--- src/rtl/uart_rx_cfg_pkg.sv ---
// Shared types for the configurable UART receiver: parity modes and receiver states.
package uart_pkg;

   typedef enum logic [1:0] {
      PAR_NONE = 2'd0,
      PAR_EVEN = 2'd1,
      PAR_ODD  = 2'd2
   } parity_t;

   typedef enum logic [2:0] {
      IDLE  = 3'd0,
      START = 3'd1,
      DATA  = 3'd2,
      PAR   = 3'd3,
      STOP  = 3'd4,
      BRK   = 3'd5
   } state_t;

endpackage

--- src/rtl/uart_rx_cfg_if.sv ---
// Serial line and consumer-side handshake of the UART receiver.
interface uart_rx_cfg_if #(
   parameter int DATA_BITS = 8
) ();

   logic                 RX;
   logic                 clr_rdy;
   logic [DATA_BITS-1:0] rx_data;
   logic                 rdy;
   logic                 parity_err;
   logic                 frame_err;
   logic                 overrun;

   modport slave (
      input  RX, clr_rdy,
      output rx_data, rdy, parity_err, frame_err, overrun
   );

   modport master (
      output RX, clr_rdy,
      input  rx_data, rdy, parity_err, frame_err, overrun
   );

endinterface

--- src/rtl/uart_rx_cfg_sync.sv ---
// Two-flop synchroniser for an asynchronous input, with a configurable reset value.
module uart_sync #(
   parameter logic RST_VAL = 1'b1
) (
   input  logic clk,
   input  logic rst,
   input  logic d,
   output logic q
);

   logic [1:0] sync_r;

   // Metastability filter chain
   always_ff @(posedge clk) begin
      if (rst) begin
         sync_r <= {2{RST_VAL}};
      end else begin
         sync_r <= {sync_r[0], d};
      end
   end

   assign q = sync_r[1];

endmodule

--- src/rtl/uart_rx_cfg.sv ---
// Configurable UART receiver: mid-bit sampling, optional parity, 1 or 2 stop bits,
// break hold-off after a framing error, sticky overrun.
module uart_rx_cfg
   import uart_pkg::*;
#(
   parameter int      DATA_BITS = 8,
   parameter int      BAUD_DIV  = 2604,
   parameter parity_t PARITY    = PAR_NONE,
   parameter int      STOP_BITS = 1
) (
   input logic          clk,
   input logic          rst,
   uart_rx_cfg_if.slave bus
);

   if (DATA_BITS < 5 || DATA_BITS > 9) begin : g_bad_data_bits
      $error("uart_rx_cfg: DATA_BITS must be 5..9");
   end
   if (BAUD_DIV < 8 || BAUD_DIV > 65535) begin : g_bad_baud_div
      $error("uart_rx_cfg: BAUD_DIV must be 8..65535");
   end
   if (STOP_BITS < 1 || STOP_BITS > 2) begin : g_bad_stop_bits
      $error("uart_rx_cfg: STOP_BITS must be 1 or 2");
   end

   localparam logic [15:0] HALF_L      = 16'(BAUD_DIV / 2);
   localparam logic [15:0] FULL_L      = 16'(BAUD_DIV);
   localparam logic [3:0]  LAST_DATA_L = 4'(DATA_BITS - 1);
   localparam logic [3:0]  LAST_STOP_L = 4'(STOP_BITS - 1);
   localparam logic        PAR_EN_L    = (PARITY != PAR_NONE);

   function automatic logic calc_parity(input logic [DATA_BITS-1:0] d, input parity_t mode);
      calc_parity = (^d) ^ (mode == PAR_ODD);
   endfunction

   logic                 rx_s;
   state_t               state_r, state_nx_s;
   logic [15:0]          baud_r;
   logic [3:0]           bit_r;
   logic [DATA_BITS-1:0] shift_r;
   logic                 par_err_r, frm_r, fin_r;
   logic [DATA_BITS-1:0] rx_data_r;
   logic                 rdy_r, parity_err_r, frame_err_r, overrun_r;
   logic                 cnt_run_s, tick_s, start_ld_s, frame_clr_s;
   logic                 bit_clr_s, bit_inc_s, shift_en_s, par_chk_s;
   logic                 stop_smp_s, fin_set_s, done_s;

   uart_sync #(.RST_VAL(1'b1)) u_sync (
      .clk (clk),
      .rst (rst),
      .d   (bus.RX),
      .q   (rx_s)
   );

   // State register
   always_ff @(posedge clk) begin
      if (rst) begin
         state_r <= IDLE;
      end else begin
         state_r <= state_nx_s;
      end
   end

   // Next-state logic
   always_comb begin
      state_nx_s = state_r;
      case (state_r)
         IDLE:    state_nx_s = rx_s ? IDLE : START;
         START:   state_nx_s = tick_s ? (rx_s ? IDLE : DATA) : START;
         DATA:    state_nx_s = (tick_s && (bit_r == LAST_DATA_L)) ? (PAR_EN_L ? PAR : STOP) : DATA;
         PAR:     state_nx_s = tick_s ? STOP : PAR;
         STOP:    state_nx_s = fin_r ? (frm_r ? BRK : IDLE) : STOP;
         BRK:     state_nx_s = rx_s ? IDLE : BRK;
         default: state_nx_s = IDLE;
      endcase
   end

   // Per-state datapath controls; a tick is the baud counter running out mid-bit
   always_comb begin
      cnt_run_s   = (state_r == START) || (state_r == DATA) || (state_r == PAR) || (state_r == STOP);
      tick_s      = cnt_run_s && (baud_r == 16'd1);
      start_ld_s  = 1'b0;
      frame_clr_s = 1'b0;
      bit_clr_s   = 1'b0;
      bit_inc_s   = 1'b0;
      shift_en_s  = 1'b0;
      par_chk_s   = 1'b0;
      stop_smp_s  = 1'b0;
      fin_set_s   = 1'b0;
      done_s      = 1'b0;
      case (state_r)
         IDLE: start_ld_s = ~rx_s;
         START: begin
            frame_clr_s = tick_s & ~rx_s;
            bit_clr_s   = tick_s & ~rx_s;
         end
         DATA: begin
            shift_en_s = tick_s;
            bit_clr_s  = tick_s & (bit_r == LAST_DATA_L);
            bit_inc_s  = tick_s & (bit_r != LAST_DATA_L);
         end
         PAR: begin
            par_chk_s = tick_s;
            bit_clr_s = tick_s;
         end
         STOP: begin
            stop_smp_s = tick_s & ~fin_r;
            fin_set_s  = stop_smp_s & (bit_r == LAST_STOP_L);
            bit_inc_s  = stop_smp_s & (bit_r != LAST_STOP_L);
            done_s     = fin_r;
         end
         default: ;
      endcase
   end

   // Baud timing, bit counting, shift register and per-frame error capture
   always_ff @(posedge clk) begin
      if (rst) begin
         baud_r    <= 16'd0;
         bit_r     <= 4'd0;
         shift_r   <= '0;
         par_err_r <= 1'b0;
         frm_r     <= 1'b0;
         fin_r     <= 1'b0;
      end else begin
         if (start_ld_s) begin
            baud_r <= HALF_L;
         end else if (tick_s) begin
            baud_r <= FULL_L;
         end else if (cnt_run_s) begin
            baud_r <= baud_r - 16'd1;
         end
         if (bit_clr_s) begin
            bit_r <= 4'd0;
         end else if (bit_inc_s) begin
            bit_r <= bit_r + 4'd1;
         end
         if (shift_en_s) begin
            shift_r <= {rx_s, shift_r[DATA_BITS-1:1]};
         end
         if (frame_clr_s) begin
            par_err_r <= 1'b0;
            frm_r     <= 1'b0;
         end else begin
            if (par_chk_s) begin
               par_err_r <= rx_s ^ calc_parity(shift_r, PARITY);
            end
            if (stop_smp_s && !rx_s) begin
               frm_r <= 1'b1;
            end
         end
         fin_r <= fin_set_s;
      end
   end

   // Consumer-visible result registers; a completing frame outranks clr_rdy
   always_ff @(posedge clk) begin
      if (rst) begin
         rx_data_r    <= '0;
         rdy_r        <= 1'b0;
         parity_err_r <= 1'b0;
         frame_err_r  <= 1'b0;
         overrun_r    <= 1'b0;
      end else if (done_s) begin
         rx_data_r    <= shift_r;
         rdy_r        <= 1'b1;
         parity_err_r <= par_err_r;
         frame_err_r  <= frm_r;
         overrun_r    <= bus.clr_rdy ? 1'b0 : (overrun_r | rdy_r);
      end else if (bus.clr_rdy) begin
         rdy_r        <= 1'b0;
         parity_err_r <= 1'b0;
         frame_err_r  <= 1'b0;
         overrun_r    <= 1'b0;
      end
   end

   assign bus.rx_data    = rx_data_r;
   assign bus.rdy        = rdy_r;
   assign bus.parity_err = parity_err_r;
   assign bus.frame_err  = frame_err_r;
   assign bus.overrun    = overrun_r;

endmodule
--- src/flat_wrapper.sv ---
// flat-port wrapper written by rule: the top's interface ports become plain ports
module uart_rx_cfg_flat import uart_pkg::*;
#(
   parameter int      DATA_BITS = 8,
   parameter int      BAUD_DIV  = 2604,
   parameter parity_t PARITY    = PAR_NONE,
   parameter int      STOP_BITS = 1
)
  (clk, rst, bus_RX, bus_clr_rdy, bus_rx_data, bus_rdy, bus_parity_err, bus_frame_err, bus_overrun);
  uart_rx_cfg_if #(.DATA_BITS(DATA_BITS)) bus_i ();
  input logic clk;
  input logic rst;
  input wire logic [$bits(bus_i.RX)-1:0] bus_RX;
  input wire logic [$bits(bus_i.clr_rdy)-1:0] bus_clr_rdy;
  output wire logic [$bits(bus_i.rx_data)-1:0] bus_rx_data;
  output wire logic [$bits(bus_i.rdy)-1:0] bus_rdy;
  output wire logic [$bits(bus_i.parity_err)-1:0] bus_parity_err;
  output wire logic [$bits(bus_i.frame_err)-1:0] bus_frame_err;
  output wire logic [$bits(bus_i.overrun)-1:0] bus_overrun;
  assign bus_i.RX = bus_RX;
  assign bus_i.clr_rdy = bus_clr_rdy;
  assign bus_rx_data = bus_i.rx_data;
  assign bus_rdy = bus_i.rdy;
  assign bus_parity_err = bus_i.parity_err;
  assign bus_frame_err = bus_i.frame_err;
  assign bus_overrun = bus_i.overrun;
  uart_rx_cfg #(.DATA_BITS(DATA_BITS), .BAUD_DIV(BAUD_DIV), .PARITY(PARITY), .STOP_BITS(STOP_BITS)) u_core (.clk(clk), .rst(rst), .bus(bus_i));
endmodule
--- config.mk ---
export PLATFORM = sky130hd
export DESIGN_NAME = uart_rx_cfg_flat
export DESIGN_NICKNAME = d
export VERILOG_FILES = /design/src/rtl/uart_rx_cfg_pkg.sv /design/src/rtl/uart_rx_cfg_if.sv /design/src/rtl/uart_rx_cfg_sync.sv /design/src/rtl/uart_rx_cfg.sv /design/src/flat_wrapper.sv
export SDC_FILE = /design/constraint.sdc
export NUM_CORES = 1
export LEC_CHECK = 0
export ABC_AREA = 0
export BUFFER_PORTS_ARGS = -buffer_cell sky130_fd_sc_hd__buf_2
export CAP_MARGIN = 0
export CORE_MARGIN = 5
export CORE_UTILIZATION = 40
export CTS_CLUSTER_SIZE = 14
export DETAILED_ROUTE_END_ITERATION = 8
export PLACE_DENSITY_LB_ADDON = 0.1
export SKIP_LAST_GASP = 1
export SLEW_MARGIN = 5
export SYNTH_ARGS = -nofsm -noshare
export SYNTH_HDL_FRONTEND = slang
export SYNTH_SLANG_ARGS = --single-unit
--- constraint.sdc ---
create_clock -name clk -period 4.3 [get_ports clk]
set_clock_uncertainty 0.15 [all_clocks]
set_input_delay 0.43 -clock clk [delete_from_list [all_inputs] [get_ports clk]]
set_output_delay 0.43 -clock clk [all_outputs]
set_load 0.05 [all_outputs]
==> results of run 1 <==
## cells in the final DEF (no fill, tap or decap), drive strengths merged, types with 7 or more instances in the layout
| master | n |
|---|---|
| dfxtp | 48 |
| buf | 15 |
| mux2i | 8 |
| o21ai | 8 |
| xnor2 | 14 |
| nor2 | 31 |
| nor3 | 10 |
| nand3 | 7 |
| nand2 | 28 |
| a21oi | 21 |
## flip-flops by register name, summed over array words and instances, names as in the netlist
register	cells
u_core.u_sync.sync_r	2
u_core.state_r	3
u_core.bus.parity_err	1
u_core.shift_r	8
u_core.bus.frame_err	1
u_core.bus.overrun	1
u_core.baud_r	16
u_core.bus.rdy	1
u_core.par_err_r	1
u_core.fin_r	1
u_core.frm_r	1
u_core.bus.rx_data	8
u_core.bit_r	4
## metal layers
layer  part of all wire (%)  vias up  track usage, %
li1                       -      954               -
met1                     50      856            19.5
met2                     45       27            22.0
met3                    3.7        6            3.01
met4                    1.0        0            5.18
met5                      0        -               0
## logic make-up (layout without fill, tap and decap cells)
kind of cell | Yosys count | count (layout) | share of synthesized area (%)
buf+inv | 19 | 28 | 3.52
compound gates | 47 | 47 | 12.4
flops | 48 | 48 | 42.3
xor+xnor | 17 | 17 | 6.55
mux | 8 | 8 | 3.52
simple gates | 126 | 126 | 29.6
fa+ha+maj | 4 | 4 | 2.20
## report_power, final
group | total, mW | internal (mW) | leakage, nW | switching, mW
combinational | 0.0913 | 0.0383 | 0.431 | 0.0529
clock | 0.336 | 0.175 | 0.0583 | 0.161
sequential | 0.477 | 0.459 | 0.389 | 0.0178
## worst max-delay path, stage by stage, from the launching register on
cell and delay, ps:
dfxtp_1 360, or4_4 590, or2_0 410, nor4_4 700
mux2i_1 260, nor2_1 50
## how the worst max path moves through the flow
stage	startpoint	endpoint	slack, ps	cells after the start
6_report	u_core.baud_r[4]	u_core.shift_r[1]	1640	5
5_1_grt	u_core.baud_r[4]	u_core.shift_r[1]	1490	5
4_1_cts	u_core.baud_r[4]	u_core.shift_r[1]	1650	5
3_5_place_dp	u_core.baud_r[4]	u_core.shift_r[0]	1670	5
3_3_place_gp	u_core.baud_r[4]	u_core.shift_r[0]	1690	5
2_1_floorplan	u_core.baud_r[4]	u_core.shift_r[0]	1980	6
## area by class of cell
cell class,count,area [um2]
clock inverters,3,47.5
fillers,563,3010
multi-input cells,202,1230
inverters,5,18.8
well taps,72,90.1
clock buffers,5,68.8
flip-flops and latches,48,961
repair buffers,15,75.1
## stage by stage
step | utilization [%] | instance area [um2]
floorplan | - | 2270
global placement | 43.2 | 2380
detailed placement | 43.2 | 2380
CTS | 45.3 | 2490
global route | 45.3 | 2490
finish | 45.3 | 2490
==> run_results.csv, run 1 <==
group,metric,value,unit
die,initial_core_util,41.3,%
placement,dp_hpwl,3.33,mm
clock_tree,post_cts_buffers,0,
logic_synthesis,synth.most_common_cell,"dfxtp_1",
sta,finalSetupViolCount,0,
finish,diodes,0,
logic_synthesis,synth_top_area_cell,"dfxtp_1",
sta,drv_slew,0,
detailed_routing,wl_per_cell,13.7,um
clock_tree,clock_sinks,48,
critical_path,cp_data_arrival_time,2670,ps
clock_tree,clk_latency,310,ps
placement,pre_cts_slack,1670,ps
logic_synthesis,ys_warn_count,0,
grt,grt_antenna_before_repair,0,
grt,grt_max_degree,41,
logic_synthesis,async_reset_ff_share,0,%
clock_tree,clkTransAtPathRegs,90,ps
placement,io_buffers,15,
sta,hold_violations,0,
logic_synthesis,synth_seq_cells,48,
clock_tree,cts_htree_levels,2,
finish,layoutNonFillerInstCount,350,
run,cap_violations,0,
sta,timing.hold.ws,146,ps
critical_path,cp-end-kind,"flop",
clock_tree,clock-root-buffer,"clkbuf_8",
grt,grt_overflow,0,
power,powerDensity,363,nW/um2
logic_synthesis,synth_top_area_share,42.3,%
die,die_h,85.4,um
sta,fmax,377,MHz
sta,relSlewSlack,49.9,%
sta,min_period,2660,ps
critical_path,r2r_slack,1640,ps
logic_synthesis,syn-num-nets,277,
power,power,0.904,mW
die,fp.dieW,85.4,um
critical_path,r2r_cells,5,
critical_path,start_kind,"flop",
sta,setup_slack,1640,ps
detailed_routing,antenna_left,0,
worst_hold_path,holdCritStartpoint,"bus_RX",
logic_synthesis,syn-cell-area,2270,um2
logic_synthesis,synthCells,269,
die,die-area,7290,um2
placement,placed_cells,342,
logic_synthesis,synth_seq_area_share,42.3,%
grt,track_usage,14.2,%
logic_synthesis,ys_top_cells_by_area,"dfxtp_1 (42%), xnor2_1 (5.4%), nor2_1 (5.0%)",
logic_synthesis,synth_commonest_cells,"dfxtp_1 (48), nor2_1 (30), nand2_1 (28)",
detailed_routing,via_per_inst,5.27,
logic_synthesis,ys_types,46,
grt,grt_pass1_vias,1806,
critical_path,crit_type,"reg -> reg",
finish,drive_above_1_share,11.5,%
detailed_routing,wirelength,4.80,mm
die,io_pins,16,
clock_tree,cts_tree,"yes",
grt,grt_pass1_wl,8.50,mm
clock_tree,cts.path.max_buffers,2,
power,p_leak,0.878,nW
status,outcome,"completed",
clock_tree,cts_buffers,5,
sta,period_share,61.8,%
logic_synthesis,dominantRegCellSynth,"dfxtp_1",
logic_synthesis,synth_edf_count,0,
critical_path,r2r-end,"u_core.shift_r[1]",
sta,tns,0,ps
detailed_routing,remaining_drc_errors,0,
worst_hold_path,whs_endpoint,"u_core.u_sync.sync_r[0]",
power,vdd_drop_max,0.000204,V
clock_tree,cts.repair.resized,0,
critical_path,path_max_fanout,8,
finish,area_growth,9.69,%
detailed_routing,num_vias,1843,
logic_synthesis,avgSynthCellArea,8.45,um2
sta,rsz0062_at_grt,"no",
die,core,5510,um2
sta,worst_pin_slew,745,ps
placement,place_congestion,0.818,
worst_hold_path,holdPathStages,2,
worst_hold_path,hold_path.class,"in -> reg",
finish,final_nets,285,
die,std_cell_rows,27,
detailed_routing,first_iter_violations,78,
detailed_routing,first_pass_iters,4,
clock_tree,holdBufCountCts,0,
critical_path,required,4320,ps
critical_path,timing.rr.start,"u_core.baud_r[4]",
(Power assumes the default switching activity.)
==> inputs of run 2 (changes only) <==
ABC_AREA = 1   (was 0)
clock period = 2.55 ns   (was 4.3 ns; I/O delays follow)
==> run 2 against run 1 <==
Net effect:
- core utilization down 0.076 points
- hold slack worse by 41 ps
- sequential share of layout area shrank 2.2 points
- clock power up 61%
- critical path type unchanged
- largest power group unchanged
==> run_results.csv, run 2 <==
group,metric,value,unit
status,outcome,"completed",
detailed_routing,via_per_inst,4.75,
logic_synthesis,synthCells,316,
critical_path,cp-end-kind,"flop",
power,vdd_drop_max,0.000263,V
die,die-area,7610,um2
worst_hold_path,holdPathStages,4,
detailed_routing,antenna_left,0,
logic_synthesis,synth_seq_cells,48,
logic_synthesis,synth_edf_count,0,
sta,period_share,72.8,%
grt,grt_pass1_wl,8.46,mm
critical_path,start_kind,"flop",
sta,min_period,1860,ps
finish,final_nets,342,
die,die_h,87.2,um
logic_synthesis,synth_top_area_cell,"dfxtp_1",
logic_synthesis,synth_seq_area_share,40.3,%
sta,hold_violations,0,
power,switchingPower,0.413,mW
critical_path,cp_data_arrival_time,1890,ps
power,powerDensity,587,nW/um2
clock_tree,cts_tree,"yes",
sta,relSlewSlack,76.6,%
placement,dp_hpwl,3.56,mm
grt,grt_overflow,0,
logic_synthesis,async_reset_ff_share,0,%
logic_synthesis,synth_commonest_cells,"dfxtp_1 (48), nand2_1 (48), inv_1 (43)",
finish,largest_register_ffs,16,
grt,grt_max_degree,20,
finish,layoutNonFillerInstCount,410,
power,swShare,26.6,%
die,fp.dieW,87.2,um
power,power,1.55,mW
critical_path,r2r_cells,6,
placement,io_buffers,15,
worst_hold_path,whs_endpoint,"u_core.bus.rdy",
sta,rsz0062_at_grt,"no",
finish,drive_above_1_share,18.2,%
placement,placed_cells,401,
placement,place_congestion,0.798,
grt,grt_antenna_before_repair,0,
finish,register_area,961,um2
critical_path,startpoint,"u_core.state_r[0]",
clock_tree,clock_sinks,48,
sta,tns,0,ps
logic_synthesis,dominantRegCellSynth,"dfxtp_1",
clock_tree,cts_htree_levels,2,
finish,diodes,0,
power,p_int,1.14,mW
detailed_routing,num_vias,1947,
power,clkPwrFrac,34.8,%
logic_synthesis,synth_top_area_share,40.3,%
power,sequentialPowerShare,51.1,%
detailed_routing,first_iter_violations,63,
sta,fmax,539,MHz
clock_tree,cts_buffers,5,
detailed_routing,first_pass_iters,4,
finish,area_growth,10.9,%
die,std_cell_rows,28,
critical_path,required,2580,ps
grt,track_usage,13.7,%
clock_tree,cts.path.max_buffers,2,
critical_path,timing.rr.start,"u_core.state_r[0]",
critical_path,r2r-end,"u_core.baud_r[15]",
clock_tree,clock-root-buffer,"clkbuf_8",
finish,fillerInstances,592,
detailed_routing,wl_per_cell,11.4,um
finish,layout_common_cells,"nand2_1 (48), dfxtp_1 (48), inv_1 (43)",
run,cap_violations,0,
power,p_comb_share,14.1,%
logic_synthesis,ys_types,32,
sta,finalSetupViolCount,0,
detailed_routing,wirelength,4.68,mm
grt,grt_pass1_vias,1966,
sta,drv_slew,0,
clock_tree,clkTransAtPathRegs,90,ps
worst_hold_path,hold_path.class,"in -> reg",
critical_path,r2r_slack,690,ps
logic_synthesis,ys_warn_count,0,
power,p_leak,1.24,nW
die,core,5850,um2
logic_synthesis,ys_top_cells_by_area,"dfxtp_1 (40%), nand2_1 (7.6%), inv_1 (6.8%)",
worst_hold_path,holdCritStartpoint,"bus_clr_rdy",
logic_synthesis,avgSynthCellArea,7.55,um2
die,io_pins,16,
detailed_routing,remaining_drc_errors,0,
clock_tree,clk_latency,290,ps
sta,worst_pin_slew,350,ps
finish,multiInputGateArea,1200,um2
finish,regMostFlops,"u_core.baud_r",
critical_path,path_max_fanout,13,
critical_path,crit_type,"reg -> reg",
logic_synthesis,syn-num-nets,324,
logic_synthesis,syn-cell-area,2390,um2
die,initial_core_util,40.8,%
-- run 2: cell count changes after synthesis, moves of 8 or more --
cell,change
nor2_1,+12
o21ai_0,+10
nand3_1,+12
xnor2_1,-9
clkbuf_1,-9
a211oi_2,+8
inv_1,+38
mux2i_1,-8
nand2_1,+20
-- run 2: worst max path at each step --
stage               slack, ps                end
global placement          670   u_core.baud_r[6]
finish                    690  u_core.baud_r[15]
global route              510   u_core.baud_r[0]
floorplan                1010  u_core.shift_r[7]
CTS                       680  u_core.baud_r[15]
detailed placement        700  u_core.baud_r[15]
-- run 2: power groups by stage --
stage               sequential, mW  combinational (mW)  clock (mW)
floorplan                    0.804               0.182           0
global placement             0.810               0.218           0
detailed placement           0.810               0.220           0
CTS                          0.792               0.222       0.561
global route                 0.796               0.249       0.595
finish                       0.792               0.219       0.540
-- run 2: kinds of logic after synthesis --
logic type	after synthesis	synth area share [%]
adders and majority gates	4	2.10
AOI/OAI and AO/OA	53	14.1
xor gates and xnor gates	12	4.40
and+or+nand+nor	145	29.9
buffers and inverters	54	9.23
DFF	48	40.3
-- run 2: layer usage --
metal / wire [um] / global-route usage, % / share of wire [%]
met1: 2370 / 17.7 / 51
met2: 2120 / 22.6 / 45
met3: 127 / 3.31 / 2.7
met4: 61 / 4.32 / 1.3
met5: 0 / 0 / 0
-- run 2: metrics by stage --
step           cell area, um2  hold WS (ps)  util, %  setup slack [ps]
2_1_floorplan            2390           209        -              1010
3_3_place_gp             2530           257     43.2               673
5_1_grt                  2650           116     45.2               514
3_5_place_dp             2530           259     43.2               702
4_1_cts                  2650          93.7     45.2               677
6_report                 2650           104     45.2               693
-- run 2: critical path: stages (launching register included) --
cell	delay, ps
dfxtp_1	350
nor2_1	180
nand2_2	120
nand2_2	240
nand3_1	290
nand2_1	320
nor2_1	90
-- run 2: layout make-up --
class | instances | area share [%]
Multi-Input combinational cell | 214 | 45.6
Sequential cell | 48 | 36.3
Inverter | 47 | 6.72
Timing Repair Buffer | 18 | 3.78
Tap cell | 75 | 3.55
Clock buffer | 6 | 2.74
Clock inverter | 2 | 1.32
-- run 2: timing repair --
item	in CTS	in global routing
hold buffers	1	0
setup endpoints to repair	0	0
gates resized for setup	0	0
buffers inserted	0	0
hold endpoints to repair	1	0
==> inputs of run 3 (changes only) <==
clock period = 1.87 ns   (was 2.55 ns; I/O delays follow)
==> run 3 against run 2 <==
Net effect:
- clock-buffer cell count shrank 1
- flip-flop and latch count is the same
- via count grew 0.77%
- setup slack lost 500 ps
- critical path depth grew 1
- combinational power grew 46%
- hold slack lost 80 ps
- critical endpoint is now u_core.baud_r[13]
- largest power group unchanged
- highest routed layer unchanged
==> run_results.csv, run 3 (synthesis gave the netlist of run 2 again) <==
group,metric,value,unit
critical_path,crit_top_cell,"nand2_1",
die,core,5850,um2
sta,timing.hold.ws,24.6,ps
sta,min_period,1680,ps
worst_hold_path,hold_path.class,"in -> reg",
die,fp.dieW,87.2,um
grt,grt_antenna_before_repair,0,
detailed_routing,via_per_inst,4.71,
sta,relSlewSlack,74.2,%
sta,period_share,89.8,%
sta,drv_slew,0,
placement,dpl_cell_area,2580,um2
critical_path,crit_type,"reg -> reg",
power,p_leak,1.27,nW
placement,io_buffers,15,
clock_tree,cts_tree,"yes",
clock_tree,clock-root-buffer,"clkbuf_8",
finish,finish.instance_area,2700,um2
critical_path,path_max_fanout,7,
critical_path,worstPathCellList,"inv_1 -> ha_1 -> nand2_1 -> nor2_4 -> nand3_1 -> nand2_1 -> nor3b_2",
clock_tree,cts.path.max_buffers,2,
finish,layout_common_cells,"nand2_1 (48), dfxtp_1 (48), inv_1 (43)",
critical_path,required,1910,ps
detailed_routing,num_vias,1962,
finish,drive_above_1_share,20.5,%
detailed_routing,first_pass_iters,4,
critical_path,cp-end-kind,"flop",
detailed_routing,highest_layer,"met4",
critical_path,cp_data_arrival_time,1710,ps
die,die_h,87.2,um
grt,grt_max_degree,19,
placement,placed_cells,408,
finish,layoutNonFillerInstCount,417,
die,std_cell_rows,28,
sta,rsz0062_at_grt,"yes",
placement,dp_hpwl,3.59,mm
worst_hold_path,holdCritStartpoint,"bus_clr_rdy",
finish,fin_util,46.2,%
grt,grt_overflow,0,
finish,largest_register_ffs,16,
status,outcome,"completed",
placement,place_congestion,0.846,
detailed_routing,remaining_drc_errors,0,
detailed_routing,first_iter_violations,72,
finish,final_nets,349,
clock_tree,cts_buffers,5,
clock_tree,cts_htree_levels,2,
finish,diodes,0,
finish,area_growth,13.3,%
clock_tree,post_cts_buffers,0,
detailed_routing,antenna_left,0,
die,io_pins,16,
power,powerDensity,793,nW/um2
grt,grt_pass1_vias,1949,
grt,grt_pass1_wl,8.52,mm
critical_path,slowest_stage,"dfxtp_1",
sta,worst_pin_slew,387,ps
sta,finalSetupViolCount,0,
grt,track_usage,13.9,%
detailed_routing,wl_per_cell,11.3,um
critical_path,slowest_delay,320,ps
detailed_routing,wl_met1,2.38,mm
sta,hold_violations,0,
finish,regMostFlops,"u_core.baud_r",
clock_tree,clkTransAtPathRegs,90,ps
run,cap_violations,0,
power,vdd_drop_max,0.000353,V
detailed_routing,wl_met2,2.13,mm
die,die-area,7610,um2
critical_path,start_kind,"flop",
clock_tree,clk_latency,300,ps
detailed_routing,wirelength,4.69,mm
power,power,2.15,mW
critical_path,startpoint,"u_core.baud_r[1]",
sta,fmax,595,MHz
critical_path,timing.rr.start,"u_core.baud_r[1]",
clock_tree,clock_sinks,48,
detailed_routing,wl_met3,129,um
die,initial_core_util,40.8,%
## run 3: area by class of cell
type,instances,area [um2]
timing repair buffer,25,153
sequential,48,961
tap,75,93.8
multi-input combinational,214,1210
clock inverter,3,42.5
inverter,47,178
clock buffer,5,68.8
fill,576,3150
## run 3: stage by stage
stage               TNS [ps]  setup slack, ps
finish                     0              190
global route          -0.659           -0.659
CTS                        0              173
detailed placement         0              192
global placement           0              195
floorplan                  0              334
## run 3: final timing paths
path / end / cells after the start / slack [ps]
setup / recovery: u_core.baud_r[13] / 7 / 190
hold / removal: u_core.bus.rdy / 4 / 20
setup reg to reg: u_core.baud_r[13] / 7 / 190
hold reg to reg: u_core.u_sync.sync_r[1] / 1 / 270
## run 3: metal layers
metal	GRT usage, %	vias to the layer above
met4	4.18	0
met1	17.5	881
met3	3.12	4
met5	0	-
met2	23.7	15
li1	-	1062
## run 3: repair_timing
action	CTS	global route
hold buffers	1	0
resized for setup	0	1
setup endpoints to repair	0	3
hold endpoints to repair	1	0
## run 3: worst max-delay path: cells and delay by family, from the launching register on
family / cells / cell delay [ps]
buf+inv: 1 / 90
fa+ha+maj: 1 / 150
simple gates: 5 / 850
flops: 1 / 320
## run 3: power breakdown
| group | leakage (nW) | total, mW | internal, mW | switching [mW] |
|---|---|---|---|---|
| clock network | 0.0541 | 0.748 | 0.396 | 0.352 |
| logic | 0.830 | 0.320 | 0.121 | 0.199 |
| registers | 0.388 | 1.08 | 1.05 | 0.0276 |
